[config.mk]
export PLATFORM = sky130hd
export DESIGN_NAME = regfile_wr_arb
export DESIGN_NICKNAME = d
export VERILOG_FILES = /design/src/rtl/regfile_pkg.sv /design/src/rtl/wr_fifo.sv /design/src/rtl/regfile_wr_arb.sv
export SDC_FILE = /design/constraint.sdc
export NUM_CORES = 1
export LEC_CHECK = 0
export BUFFER_PORTS_ARGS = -buffer_cell sky130_fd_sc_hd__buf_4
export CORE_MARGIN = 4
export CORE_UTILIZATION = 35
export CTS_CLUSTER_SIZE = 24
export DETAILED_ROUTE_END_ITERATION = 6
export GPL_TIMING_DRIVEN = 1
export PLACE_DENSITY = 0.52
export SETUP_SLACK_MARGIN = 0.3
export SYNTH_ARGS = -nofsm -noshare
export SYNTH_HDL_FRONTEND = slang
export SYNTH_SLANG_ARGS = --single-unit
[constraint.sdc]
create_clock -name clk -period 3.85 [get_ports clk]
set_clock_uncertainty 0.05 [all_clocks]
set_input_delay 0.5775 -clock clk [delete_from_list [all_inputs] [get_ports clk]]
set_output_delay 0.5775 -clock clk [all_outputs]
set_load 0.01 [all_outputs]
[src/rtl/regfile_pkg.sv]
// Shared types for the regfile write-port arbiter: register address/data words
// and the write request bundle driven onto the regfile write port.
package regfile_pkg;
  localparam int REG_ADDR_W = 5;
  localparam int WORD_W     = 32;
  localparam int NUM_REGS   = 1 << REG_ADDR_W;

  typedef logic [REG_ADDR_W-1:0] reg_addr_t;
  typedef logic [WORD_W-1:0]     word_t;

  typedef struct packed {
    logic      we;
    reg_addr_t wa;
    word_t     wd;
  } wr_req_t;

  localparam reg_addr_t REG_ZERO = '0;
endpackage

[src/rtl/wr_fifo.sv]
// Small FIFO holding long-op results {wa, wd} until the regfile write port is free.
// The head is read combinationally so it can be written and popped in the same cycle.
module wr_fifo #(
  parameter int DEPTH = 4,
  parameter int W     = 37
) (
  input  logic                   clk,
  input  logic                   rst_n,
  input  logic                   push,
  input  logic                   pop,
  input  logic [W-1:0]           din,
  output logic [W-1:0]           dout,
  output logic                   full,
  output logic                   empty,
  output logic [$clog2(DEPTH):0] count
);
  localparam int AW = $clog2(DEPTH);

  logic [W-1:0]  mem [DEPTH];
  logic [AW-1:0] wr_ptr_reg, rd_ptr_reg;
  logic [AW:0]   count_reg;
  logic          do_push, do_pop;

  assign full    = (count_reg == (AW+1)'(DEPTH));
  assign empty   = (count_reg == '0);
  assign count   = count_reg;
  assign do_push = push && !full;
  assign do_pop  = pop && !empty;
  assign dout    = mem[rd_ptr_reg];

  // Pointers are exactly log2(DEPTH) bits, so they wrap without explicit compare.
  always_ff @(posedge clk) begin
    if (!rst_n) begin
      wr_ptr_reg <= '0;
      rd_ptr_reg <= '0;
      count_reg  <= '0;
    end else begin
      if (do_push) wr_ptr_reg <= wr_ptr_reg + AW'(1);
      if (do_pop)  rd_ptr_reg <= rd_ptr_reg + AW'(1);
      count_reg <= count_reg + (AW+1)'(do_push) - (AW+1)'(do_pop);
    end
  end

  always_ff @(posedge clk) begin
    if (do_push) mem[wr_ptr_reg] <= din;
  end
endmodule

[src/rtl/regfile_wr_arb.sv]
// Arbitrates the single regfile write port between pipeline writeback (priority)
// and queued long-op results; tracks in-flight long-op destinations for decode.
module regfile_wr_arb
  import regfile_pkg::*;
#(
  parameter int DEPTH     = 4,
  parameter int MAX_DEFER = 8
) (
  input  logic        clk,
  input  logic        rst_n,
  input  logic        pipe_we,
  input  logic [4:0]  pipe_wa,
  input  logic [31:0] pipe_wd,
  input  logic        iss_valid,
  input  logic [4:0]  iss_wa,
  output logic        iss_ready,
  input  logic        lop_valid,
  input  logic [4:0]  lop_wa,
  input  logic [31:0] lop_wd,
  output logic        lop_ready,
  input  logic [4:0]  chk_ra1,
  input  logic [4:0]  chk_ra2,
  output logic        chk_hazard,
  output logic        stall_req,
  output logic        rf_we,
  output logic [4:0]  rf_wa,
  output logic [31:0] rf_wd
);
  localparam int CW = $clog2(DEPTH) + 1;
  localparam int DW = $clog2(MAX_DEFER + 1);

  logic [NUM_REGS-1:0] busy_reg, busy_next;
  logic [CW-1:0]       inflight_reg, inflight_next;
  logic [CW-1:0]       fifo_count;
  logic [DW-1:0]       defer_cnt_reg, defer_cnt_next;
  logic                stall_reg, stall_next;
  logic                fifo_full, fifo_empty;
  logic                push, pop, set_en, deferral;
  logic [REG_ADDR_W+WORD_W-1:0] fifo_dout;
  reg_addr_t           head_wa;
  word_t               head_wd;
  wr_req_t             wr_sel;

  assign {head_wa, head_wd} = fifo_dout;

  assign lop_ready  = !fifo_full;
  assign iss_ready  = !busy_reg[iss_wa] && (inflight_reg < CW'(DEPTH));
  assign chk_hazard = busy_reg[chk_ra1] | busy_reg[chk_ra2];
  assign stall_req  = stall_reg;

  // Results for r0 are accepted but dropped: they never occupy a slot or write.
  assign push     = lop_valid && lop_ready && (lop_wa != REG_ZERO);
  assign pop      = rst_n && !pipe_we && !fifo_empty;
  assign set_en   = iss_valid && iss_ready && (iss_wa != REG_ZERO);
  assign deferral = pipe_we && !fifo_empty;

  wr_fifo #(
    .DEPTH (DEPTH),
    .W     (REG_ADDR_W + WORD_W)
  ) u_fifo (
    .clk   (clk),
    .rst_n (rst_n),
    .push  (push),
    .pop   (pop),
    .din   ({lop_wa, lop_wd}),
    .dout  (fifo_dout),
    .full  (fifo_full),
    .empty (fifo_empty),
    .count (fifo_count)
  );

  always_comb begin
    wr_sel = '0;
    if (rst_n) begin
      if (pipe_we)          wr_sel = '{we: 1'b1, wa: pipe_wa, wd: pipe_wd};
      else if (!fifo_empty) wr_sel = '{we: 1'b1, wa: head_wa, wd: head_wd};
    end
  end

  assign rf_we = wr_sel.we;
  assign rf_wa = wr_sel.wa;
  assign rf_wd = wr_sel.wd;

  // Issue wins over a same-cycle retire of the same register: it is a newer op.
  genvar gi;
  assign busy_next[0] = 1'b0;
  for (gi = 1; gi < NUM_REGS; gi++) begin : g_busy
    assign busy_next[gi] = (set_en && iss_wa == reg_addr_t'(gi)) ? 1'b1 :
                           (pop && head_wa == reg_addr_t'(gi))   ? 1'b0 :
                           busy_reg[gi];
  end

  assign inflight_next = inflight_reg + CW'(set_en) - CW'(pop);

  always_comb begin
    defer_cnt_next = defer_cnt_reg;
    stall_next     = stall_reg;
    if (pop || fifo_empty)
      defer_cnt_next = '0;
    else if (deferral && defer_cnt_reg != DW'(MAX_DEFER))
      defer_cnt_next = defer_cnt_reg + DW'(1);
    // Once raised, stall holds until the queue actually gets a write slot.
    if (deferral && defer_cnt_reg == DW'(MAX_DEFER - 1))
      stall_next = 1'b1;
    else if (pop)
      stall_next = 1'b0;
  end

  always_ff @(posedge clk) begin
    if (!rst_n) begin
      busy_reg      <= '0;
      inflight_reg  <= '0;
      defer_cnt_reg <= '0;
      stall_reg     <= 1'b0;
    end else begin
      busy_reg      <= busy_next;
      inflight_reg  <= inflight_next;
      defer_cnt_reg <= defer_cnt_next;
      stall_reg     <= stall_next;
    end
  end

  a_no_we_during_stall: assert property (@(posedge clk) disable iff (!rst_n)
    !(pipe_we && stall_req));
  a_no_pipe_write_busy: assert property (@(posedge clk) disable iff (!rst_n)
    !(pipe_we && busy_reg[pipe_wa]));
  a_queue_within_inflight: assert property (@(posedge clk) disable iff (!rst_n)
    inflight_reg >= fifo_count);
endmodule
==> results of run 1 <==
==> cell usage after synthesis, drive strengths merged (10+ instances only) <==
cell type and count:
clkbuf 23, a22o 36, nor2 22, nor3 10, and2 12, edfxtp 148
o21ai 24, nand2 35, ha 10, dfxtp 48, inv 16, a21oi 29
mux4 56
==> power breakdown <==
part	internal (mW)	switching [mW]	total [mW]	leakage (nW)
combinational	0.613	0.669	1.28	1.74
sequential	2.51	0.101	2.61	1.74
clock	0.871	0.869	1.74	0.285
==> how the worst max path moves through the flow <==
stage / start / end / slack [ps] / cells past startpoint
after floorplan: iss_wa[0] / inflight_reg[2]$_SDFF_PN0_ / 470 / 13
after global placement: iss_wa[1] / inflight_reg[2]$_SDFF_PN0_ / 380 / 12
after detailed placement: iss_wa[1] / inflight_reg[2]$_SDFF_PN0_ / 330 / 12
after CTS: busy_reg[15]$_SDFFE_PN0P_ / inflight_reg[2]$_SDFF_PN0_ / 720 / 11
after global routing: busy_reg[15]$_SDFFE_PN0P_ / inflight_reg[2]$_SDFF_PN0_ / 570 / 11
final: busy_reg[15]$_SDFFE_PN0P_ / inflight_reg[2]$_SDFF_PN0_ / 710 / 11
==> through the flow <==
stage          power [mW]  area, um2  worst slack (ps)  hold slack [ps]
2_1_floorplan        3.45       8760               471              414
4_1_cts              5.71      10700               721              264
6_report             5.63      10800               714              282
3_3_place_gp         3.94      10200               384              440
3_5_place_dp         3.97      10200               334              454
5_1_grt              5.91      10700               569              264
==> final cells by class <==
type / count / area share
Sequential cell: 196 / 0.503
Tap cell: 324 / 0.0377
Clock buffer: 17 / 0.0396
Clock inverter: 14 / 0.0142
Inverter: 16 / 0.00559
Multi-Input combinational cell: 335 / 0.295
Timing Repair Buffer: 148 / 0.105
Antenna cell: 1 / 0.000233
==> cell families after synthesis <==
logic type	synth area share
simple gates	0.0743
mux	0.160
xor+xnor	0.00800
fa+ha+maj	0.0188
compound gates	0.100
buf+inv	0.0221
flops	0.617
==> routing by layer <==
layer  share of wire  up-vias
li1                -     2577
met2            0.49      181
met4           0.014        0
met5               0        -
met1            0.43     2800
met3           0.062       26
==> results.yml, run 1 <==
floorplanning:
  num_io_pins: 136
  dieHeight_um: 166
  start_util: 0.358
  dieArea_um2: 27600
  rows: 57
  core-area_um2: 24500
  chipWidth_um: 166
pwr:
  power_leakage_nw: 3.77
  vdd_drop_max_mv: 0.321
  powerDensity_nw_per_um2: 524
clock_tree:
  postCtsHoldBufs: 0
  clk_latency_ps: 430
  cts_max_level: 4
  cts_made_buffers: 17
  clk_pin_slew_worst_paths_ps: 80
  cts_setup_buffers: 0
  cts.sinks: 196
  root_buffer: "clkbuf_16"
  cts_resized: 0
  cts_tree: "yes"
  clock_path_buffers: 2
synth:
  synth_edf_count: 148
  yosysTopAreaCell: "edfxtp_1"
  yosysSeqAreaShare: 0.617
  yosysUniqueCellTypes: 59
  synth_top_area_share: 0.507
  avgSynthCellArea_um2: 15.1
  async_reset_ff_frac: 0
  synth_nets: 685
  ys_top_cells_by_area: "edfxtp_1 51%, mux4_2 14%, dfxtp_1 11%"
  syn_inst: 579
  synth_seq_cells: 196
  yosysWarnings: 0
  synth_ff_type: "edfxtp_1"
  syn_area_um2: 8760
global_route:
  grt_start_max_net_pins: 38
  antenna_found_initial: 0
  grt_first_pass_wirelength_mm: 34.1
  use_met1: 0.209
  grt_usage: 0.158
  met3_usage: 0.0393
  grt_use_met2: 0.261
  gr-total-overflow: 0
  grt_pass1_vias: 5850
  busiest_layer: "met2"
detailed_routing:
  avgViaCountPerCell: 5.31
  routed_wl_mm: 21.8
  drc_errors: 0
  avgRoutedWirePerCell_um: 20.7
  drt_iter0_drc: 349
  vias: 5584
  first_pass_iters: 5
  final_antenna_net_count: 0
layout:
  postLayoutCoreUtil: 0.440
  mostFrequentLayoutCell: "edfxtp_1"
  multi_input_area_um2: 3170
  final_cells: 1051
  largest_reg_flops: 148
  fin_nets: 820
  seq_area_um2: 5410
  drive_gt1_frac: 0.365
  areaGrowthSynthToFinish_pct: 22.7
  layout_common_cells: "148 x edfxtp_1, 147 x buf_4, 56 x mux4_2"
  nFillCells: 2208
critical_path:
  slowest_delay_ps: 480
  required_ps: 4110
  worstPathArrival_ps: 3400
  cp_num_buf_inv: 1
  worstPathCellList: "mux4_2, o221ai_1, nand2_1, o32a_1, ha_1, inv_1, ha_1, fa_1, xnor2_1, xnor2_1, nor2_1"
  worstPathMaxFanout: 4
  crit_family: "adder cells"
  critPathKind: "reg -> reg"
  reg2reg_from: "busy_reg[15]$_SDFFE_PN0P_"
  ff2ff_path_depth: 11
  crit_path_start_kind: "flip-flop"
  critPathCaptureType: "flip-flop"
  critPathSlowestCell: "mux4_2"
  r2r-end: "inflight_reg[2]$_SDFF_PN0_"
  rrSetupSlack_ps: 710
sta:
  hold_viol: 0
  setup_viol_count_final: 0
  worstMarginPinSlew_ps: 1060
  slew_viol_final: 0
  slew_headroom: 0.295
  rsz0062_at_grt: "false"
  final.period_utilization: 0.815
  finalSetupTns_ps: 0
  max_freq_mhz: 319
  finalCriticalPeriod_ps: 3140
place:
  dpl.hpwl_mm: 15.3
  gp_congestion: 0.918
  dp_cells: 1019
  port_buffers: 135
worst_hold_path:
  hold_depth: 1
  min_delay_worst_endpoint: "u_fifo.mem[3][11]$_DFFE_PP_"
  min_from: "lop_wd[11]"
  hp-class: "in -> reg"
flow_run:
  maxCapViolCount: 0
run_status:
  outcome: "complete, no violations"
Power figures use the tool's default switching activity.
==> run 2: changes to the inputs <==
--- a/config.mk
+++ b/config.mk
@@ -5,13 +5,14 @@
 export SDC_FILE = /design/constraint.sdc
 export NUM_CORES = 1
 export LEC_CHECK = 0
+export ABC_AREA = 1
 export BUFFER_PORTS_ARGS = -buffer_cell sky130_fd_sc_hd__buf_4
 export CORE_MARGIN = 4
 export CORE_UTILIZATION = 35
 export CTS_CLUSTER_SIZE = 24
 export DETAILED_ROUTE_END_ITERATION = 6
 export GPL_TIMING_DRIVEN = 1
-export PLACE_DENSITY = 0.52
+export PLACE_DENSITY = 0.51
 export SETUP_SLACK_MARGIN = 0.3
 export SYNTH_ARGS = -nofsm -noshare
 export SYNTH_HDL_FRONTEND = slang
==> constraint.sdc (replaced) <==
create_clock -name clk -period 3.2 [get_ports clk]
set_clock_uncertainty 0.05 [all_clocks]
set_input_delay 0.48 -clock clk [delete_from_list [all_inputs] [get_ports clk]]
set_output_delay 0.48 -clock clk [all_outputs]
set_load 0.01 [all_outputs]
==> run 2 against run 1 <==
Effect of this change:
- critical endpoint is now rf_wa[4]
- synthesized area is 6.9% higher
- sequential power rose by 18%
- final cell count increased by 38%
- largest cell class unchanged
- non-clock buffer count up 9
- global-route usage increased by 2.2 points
- critical path depth is 3 lower
==> results.yml, run 2 <==
pwr:
  p_comb_frac: 0.231
  sw_frac_of_total: 0.312
  powerDensity_nw_per_um2: 590
  power.switching_mw: 2.09
  power_frac_clock: 0.311
  cell_internal_pwr_mw: 4.60
  pwr-share-seq: 0.459
  power_leakage_nw: 4.23
  vdd_drop_max_mv: 0.344
global_route:
  grt_first_pass_wirelength_mm: 41.4
  grt_pass1_vias: 7380
  grt_start_max_net_pins: 75
  gr-total-overflow: 0
  antenna_found_initial: 0
  grt_usage: 0.179
flow_run:
  maxCapViolCount: 0
detailed_routing:
  drt_iter0_drc: 608
  final_antenna_net_count: 0
  avgRoutedWirePerCell_um: 18.0
  wl_met2_mm: 12.5
  first_pass_iters: 5
  routed_wl_mm: 26.2
  wl_met1_mm: 11.9
  highest-signal-layer: "met4"
  dr_wl_met3_mm: 1.40
  avgViaCountPerCell: 5.24
  drc_errors: 0
  vias: 7619
sta:
  finalSetupTns_ps: 0
  final.period_utilization: 0.833
  setup_viol_count_final: 0
  fin_ws_ps: 535
  max_freq_mhz: 375
  hold_viol: 0
  rsz0062_at_grt: "false"
  slew_headroom: 0.539
  slew_viol_final: 0
  worstMarginPinSlew_ps: 690
  finalCriticalPeriod_ps: 2660
floorplanning:
  start_util: 0.357
  chipWidth_um: 172
  core-area_um2: 26200
  rows: 59
  dieArea_um2: 29400
  dieHeight_um: 172
  num_io_pins: 136
synth:
  synth_ff_type: "edfxtp_1"
  yosysSeqAreaShare: 0.577
  synth_nets: 1100
  yosysTopAreaCell: "edfxtp_1"
  synth.most_common_cell: "nand2_1"
  async_reset_ff_frac: 0
  yosysWarnings: 0
  synth_edf_count: 148
  synth_common_cells: "159 x nand2_1, 148 x edfxtp_1, 144 x nor2_1"
  synth_seq_cells: 196
  yosysUniqueCellTypes: 36
  syn_inst: 994
  syn_area_um2: 9360
  avgSynthCellArea_um2: 9.42
  synth_top_area_share: 0.475
  ys_top_cells_by_area: "edfxtp_1 47%, dfxtp_1 10%, nand2_1 6.4%"
critical_path:
  crit_path_start_kind: "flip-flop"
  slowest_delay_ps: 380
  required_ps: 2670
  critPathCaptureType: "output pin"
  critPathSlowestCell: "clkinv_1"
  crit_top_cell: "nand2_1"
  worstPathArrival_ps: 2130
  worstPathCellList: "clkinv_1, buf_12, nand3_1, nand2_1, inv_1, nand2_1, nand2_1, buf_4"
  critPathKind: "reg -> out"
  worstPathMaxFanout: 26
clock_tree:
  cts.sinks: 196
  cts_made_buffers: 17
  clock_path_buffers: 2
  clk_pin_slew_worst_paths_ps: 80
  cts_tree: "yes"
  root_buffer: "clkbuf_16"
  clk_latency_ps: 430
  cts_max_level: 4
worst_hold_path:
  hp-class: "in -> reg"
layout:
  diodes: 0
  layout_common_cells: "159 x nand2_1, 152 x buf_4, 148 x edfxtp_1"
  drive_gt1_frac: 0.187
  largest_reg_flops: 148
  fin_nets: 1213
  areaGrowthSynthToFinish_pct: 21.0
  mostFrequentLayoutCell: "nand2_1"
place:
  gp_congestion: 0.923
  dpl.hpwl_mm: 17.1
  dp_slack_ps: 214
  port_buffers: 135
run_status:
  outcome: "complete, no violations"
[run 2: changes by cell type after synthesis, moves of 30 or more]
cell,previous run,this run
a32o_1,0,33
nand3_1,5,35
o21ai_0,17,116
nand4_1,2,32
a22o_1,36,0
nor2_1,22,144
inv_1,15,66
o22ai_1,3,38
nand2_1,35,159
mux4_2,56,0
[run 2: through the flow]
stage,power [mW],util,hold slack (ps),std cells,area (um2)
floorplan,4.08,-,393,994,9380
finish,6.69,0.433,191,1455,11300
global placement,4.68,0.409,405,1420,10700
CTS,6.76,0.432,178,1452,11300
global route,7.07,0.433,174,1455,11300
detailed placement,4.69,0.409,416,1420,10700
[run 2: worst paths after layout]
check	startpoint	to	slack, ps	cells past startpoint
setup / recovery	flip-flop	rf_wa[4]	540	8
hold / removal	lop_wd[19]	u_fifo.mem[3][19]$_DFFE_PP_	190	1
setup reg to reg	busy_reg[17]$_SDFFE_PN0P_	inflight_reg[2]$_SDFF_PN0_	610	15
hold reg to reg	busy_reg[17]$_SDFFE_PN0P_	busy_reg[17]$_SDFFE_PN0P_	430	2
[run 2: kinds of logic (layout without fill, tap and decap cells)]
group	count (synthesis)	in the layout	synth area share
simple gates	394	394	0.176
compound gates	255	255	0.163
flops	196	196	0.577
buf+inv	134	260	0.0629
fa+ha+maj	12	12	0.0176
xor+xnor	3	3	0.00281
[run 2: cell type report]
| class | count | area (um2) |
|---|---|---|
| Inverter | 71 | 269 |
| Fill cell | 2529 | 14900 |
| Clock buffer | 17 | 425 |
| Clock inverter | 15 | 160 |
| Sequential cell | 196 | 5410 |
| Timing Repair Buffer | 157 | 1230 |
| Tap cell | 335 | 419 |
| Multi-Input combinational cell | 664 | 3420 |
[run 2: critical path: cells and delay by family, from the launching register on]
kind                   cells  cell delay, ps
buffers and inverters      4             890
DFF                        1             340
and+or+nand+nor            4             470
[run 2: power groups by stage]
stage,Combinational (mW),Sequential [mW],Clock [mW]
3_3_place_gp,1.55,3.13,0
5_1_grt,1.76,3.09,2.23
3_5_place_dp,1.56,3.13,0
2_1_floorplan,0.959,3.12,0
4_1_cts,1.57,3.07,2.12
6_report,1.54,3.07,2.08
[run 2: repair_timing]
item                                   4_1_cts  5_1_grt
setup buffers                                0        3
endpoints found under the hold margin        0        0
setup endpoints to repair                    0       13
hold buffers                                 0        0
resized for setup                            0        1
[run 2: routing by layer]
metal  vias up  global-route usage
met2       218               0.292
met3        34              0.0301
met1      3622               0.247
met5         -                   0
li1       3745                   -
met4         0              0.0541
